<file path="src/rtl/bp_halt_ctrl.sv">
// bp_halt_ctrl: debug run-control sequencer.
// Halts the CPU on a PC breakpoint match or a manual halt request.
// Also supports single-step and resume-past-breakpoint.
module bp_halt_ctrl #(
  parameter logic        START_HALTED = 1'b0,
  parameter logic [15:0] NO_BP_ADDR   = 16'hffff
) (
  input  logic        clock,
  input  logic        reset,
  input  logic [15:0] cpu_pc,
  input  logic        instr_bound,
  input  logic [15:0] bp_addr,
  input  logic        bp_enable,
  input  logic        btn_halt,
  input  logic        btn_step,
  input  logic        btn_run,
  output logic        cpu_halt,
  output logic        bp_hit,
  output logic [7:0]  hit_count,
  output logic [1:0]  dbg_state
);

  typedef enum logic [1:0] {
    S_RUN    = 2'd0,
    S_HALTED = 2'd1,
    S_STEP   = 2'd2,
    S_RESUME = 2'd3
  } state_t;

  localparam state_t RST_STATE = START_HALTED ? S_HALTED : S_RUN;

  state_t     state, state_nxt;
  logic       step_armed, armed_nxt;
  logic       hit_nxt;
  logic [7:0] cnt_nxt;
  logic       match;

  // The all-ones sentinel address can never match, even when the PC reaches it.
  assign match = bp_enable & instr_bound & (cpu_pc == bp_addr) & (bp_addr != NO_BP_ADDR);

  assign dbg_state = state;

  // State and status registers. Reset overrides any buttons pending in that cycle.
  always_ff @(posedge clock) begin
    if (!reset) begin
      state      <= RST_STATE;
      step_armed <= 1'b0;
      bp_hit     <= 1'b0;
      hit_count  <= 8'd0;
    end else begin
      state      <= state_nxt;
      step_armed <= armed_nxt;
      bp_hit     <= hit_nxt;
      hit_count  <= cnt_nxt;
    end
  end

  // Next-state logic and the combinational halt output.
  // The halt is raised in the same cycle as a match, so the instruction at bp_addr never starts.
  always_comb begin
    state_nxt = state;
    armed_nxt = step_armed;
    hit_nxt   = bp_hit;
    cnt_nxt   = hit_count;
    cpu_halt  = 1'b0;
    unique case (state)
      S_RUN: begin
        cpu_halt = match;
        if (match) begin
          state_nxt = S_HALTED;
          hit_nxt   = 1'b1;
          cnt_nxt   = (hit_count == 8'hff) ? hit_count : hit_count + 8'd1;
        end else if (btn_halt) begin
          state_nxt = S_HALTED;
          hit_nxt   = 1'b0;
        end
      end
      S_HALTED: begin
        cpu_halt = 1'b1;
        if (btn_step) begin
          state_nxt = S_STEP;
          armed_nxt = 1'b0;
          hit_nxt   = 1'b0;
        end else if (btn_run) begin
          state_nxt = S_RESUME;
          hit_nxt   = 1'b0;
        end
      end
      S_STEP: begin
        // The first STEP cycle releases the held boundary.
        // The next boundary reached is halted, so exactly one instruction executes.
        cpu_halt  = step_armed & instr_bound;
        armed_nxt = 1'b1;
        if (btn_halt || (step_armed && instr_bound))
          state_nxt = S_HALTED;
      end
      S_RESUME: begin
        // Match checking is suppressed for one cycle so the core can leave bp_addr.
        cpu_halt  = 1'b0;
        state_nxt = btn_halt ? S_HALTED : S_RUN;
      end
      default: state_nxt = RST_STATE;
    endcase
  end

endmodule

</file>
<file path="config.mk">
export PLATFORM = sky130hd
export DESIGN_NAME = bp_halt_ctrl
export DESIGN_NICKNAME = d
export VERILOG_FILES = /design/src/rtl/bp_halt_ctrl.sv
export SDC_FILE = /design/constraint.sdc
export NUM_CORES = 1
export LEC_CHECK = 0
export CAP_MARGIN = 0
export CELL_PAD_IN_SITES_DETAIL_PLACEMENT = 1
export CELL_PAD_IN_SITES_GLOBAL_PLACEMENT = 1
export CORE_MARGIN = 3
export CORE_UTILIZATION = 23
export CTS_BUF_LIST = sky130_fd_sc_hd__clkbuf_4 sky130_fd_sc_hd__clkbuf_8 sky130_fd_sc_hd__clkbuf_16
export CTS_CLUSTER_DIAMETER = 50
export DETAILED_ROUTE_END_ITERATION = 7
export PLACE_DENSITY = 0.74
export SLEW_MARGIN = 20
export SYNTH_ARGS = -nofsm -noshare
export SYNTH_HDL_FRONTEND = slang
export SYNTH_SLANG_ARGS = --single-unit
</file>
<file path="constraint.sdc">
create_clock -name clock -period 1.9 [get_ports clock]
set_clock_uncertainty 0.15 [all_clocks]
set_input_delay 0.285 -clock clock [delete_from_list [all_inputs] [get_ports clock]]
set_output_delay 0.285 -clock clock [all_outputs]
set_load 0.01 [all_outputs]
</file>
==> results.md <==
- Crit share post-route: 113%
- DP HPWL: 2590 um
- HP Class: reg2reg
- Largest net degree at the start of global routing: 20
- First-pass GRT wire length: 5040 um
- CP top delay family: simple AND/OR/NAND/NOR gates
- Initial antenna violation count: 0
- Final Cell Area: 1790 um2
- # DRC: 0
- Largest stage delay, worst path: 0.52 ns
- # Max-Cap Violations: 0
- Setup violations, final: 3
- Synth top area share: 27.7%
- Cells after Synth: 111
- Routed wire length: 3340 um
- Tot Pwr: 739 uW
- Seq cells post-synth: 12
- Share of cells above drive strength 1: 42.3%
- RSZ-0062 raised after global routing: true
- Ranking of synthesized cells by area: dfxtp_1, xnor2_1, xor2_1
- Placed cells: 220
- Arr. time, crit path: 1.72 ns
- Register area: 240 um2
- Crit-path cells: buf_6 > xnor2_2 > nand3_1 > or4_4 > or2_4 > o211ai_1 > buf_2
- Clock latency on the worst-skew pair: 0.25 ns
- # rows: 21
- Gr usage total: 14.8%
- CTS tree: built
- Post-synth EDFFs: 0
- CTS Root Cell: clkbuf_8
- H-tree depth: 1
- CTS Hold Bufs: 0
- Period minus WS final: 2.15 ns
- Worst VDD drop: 0.188 mV
- Syn nets: 151
- GRT overflow: 0
- Vias after detailed routing: 1122
- Worst Path Buf+Inv: 2
- WL/cell: 14.7 um
- Pwr/cell area: 413 nW/um2
- Mapped cell area: 867 um2
- LEAKAGE: 0.000704 uW
- Sink Count: 12
- Final antenna-violating net count: 0
- Top-count cell post-synth: nand2_1
- Pre-antenna DRT Iters: 4
- CP max FO: 2
- CTS max path bufs: 2
- Failing checks: negative setup slack
- Synth top cells by count: nand2_1, dfxtp_1, xnor2_1, xor2_1
- # nets final: 224
- Metal2 WL: 1750 um
- Port Buffers: 50
- Hold path startpoint: hit_count[5]
- Starting DRT DRC Count: 39
- Fmax: 465 MHz
- Worst Path Class, Setup: in2out
- I/O pin count: 51
- Slew margin rel.: 82.7%
- CP Launch Type: primary input
- WHS: 0.362 ns
- R2r startpoint: hit_count[2]
- Synth area leader: dfxtp_1
- Critical path's slowest cell: or4_4
- Wl on met1: 1230 um
- Worst reg2reg setup slack: -0.07 ns
- Met3 WL: 286 um
- Core area: 3490 um2
- Post-route setup slack: -0.253 ns
- YS warnings: 0
- Cell Count, Final, Fillers Out: 228
- Die Y: 67.4 um
- Least-Margin Pin Slew: 0.257 ns
- Final Max Slew Viols: 0
- Post-synthesis cell type count: 28
- Crit path from: bp_addr[10]
- Initial core utilization: 24.8%
- Main synth FF type: dfxtp_1
- Number of diodes: 0
- GP Congestion: 0.862
- Hold Fails Final Rpt: 0
- Multi-input logic area: 793 um2
- Mean Syn Cell Area: 7.81 um2
- Cts bufs inserted: 3
- Via count of the first global-routing pass: 1171
- Die ar.: 4540 um2
- Highest Signal Layer: met4
- Die width: 67.4 um
- Seq/Total Area, Yosys: 27.7%
- Worst path required time: 1.46 ns
- Filler cells: 408
- Async SR Flop Fraction: 0%
- Drt via density: 4.92
- Crit end category: output pin
- CTS clk-pin slew, worst paths: 0.05 ns
- Area grow syn2layout: 106%
- Placed cell area: 1560 um2
- Status: finished, violations left
[registers in the layout, summed over array words and instances, names as in the netlist]
name and cells:
bp_hit 1, dbg_state 2, hit_count 8, step_armed 1
[stage by stage]
stage | setup WS [ns] | setup TNS (ns) | utilization, %
after floorplan | -0.162 | -0.162 | -
after global placement | -1.06 | -6.12 | 44.6
after detailed placement | -1.12 | -6.84 | 44.6
after CTS | -0.279 | -0.396 | 44.0
after global routing | -0.318 | -1.37 | 51.2
final | -0.253 | -0.459 | 51.2
[layout by cell type, fill, tap and decap left out, types with 3 or more instances in the layout]
cell	netlist	final
nand4_1	6	6
clkbuf_8	0	3
nor4_4	0	3
nand3_1	7	7
o21ai_0	4	4
dfxtp_1	12	12
buf_4	0	15
nand2b_1	7	7
buf_2	1	15
mux2i_1	6	6
nand2_1	14	14
xor2_1	8	4
xnor2_2	0	6
buf_6	0	14
buf_8	0	3
xor2_2	0	4
or3_1	3	3
dlygate4sd2_1	0	5
nor4_2	0	3
clkdlybuf4s50_1	0	15
[final timing paths]
| kind | to | cells after the start |
|---|---|---|
| hold / removal | hit_count[5] | 2 |
| hold reg to reg | hit_count[5] | 2 |
| setup reg to reg | hit_count[7] | 4 |
| setup / recovery | cpu_halt | 7 |
[layout make-up]
cell class / count / area share (%)
Tap cell: 46 / 3.22
Sequential cell: 12 / 13.4
Clock buffer: 3 / 2.31
Timing Repair Buffer: 73 / 36.5
Inverter: 1 / 0.210
Multi-Input combinational cell: 93 / 44.4
[timing repair]
action | in CTS | in global routing
setup endpoints to repair | 11 | 6
pin swaps | 28 | 22
gates resized for setup | 118 | 45
buffers inserted | 1 | 5
cloned | 0 | 1
[worst reg2reg max path, cell delays in order (launching register included)]
cell and delay, ns:
dfxtp_1 0.45, nand3_1 0.21, or3_1 0.44, or4_1 0.51, a21boi_1 0.15
[logic make-up after synthesis]
family,count (synthesis),synth area share (%)
fa+ha+maj,1,1.44
xor+xnor,16,16.2
buf+inv,6,2.74
compound gates,14,9.96
flops,12,27.7
mux,6,6.93
simple gates,56,35.1
[routing by layer]
metal  vias to the layer above  global-route usage, %
met1                       524                   15.4
met5                         -                      0
li1                        541                      -
met3                         7                   4.16
met2                        50                   26.5
met4                         0                   8.35
[power breakdown]
group	leakage [uW]	switching, uW	internal [uW]
Clock	0.0000216	98.9	140
Sequential	0.0000971	5.56	258
Combinational	0.000585	102	135
Power figures use the tool's default switching activity.
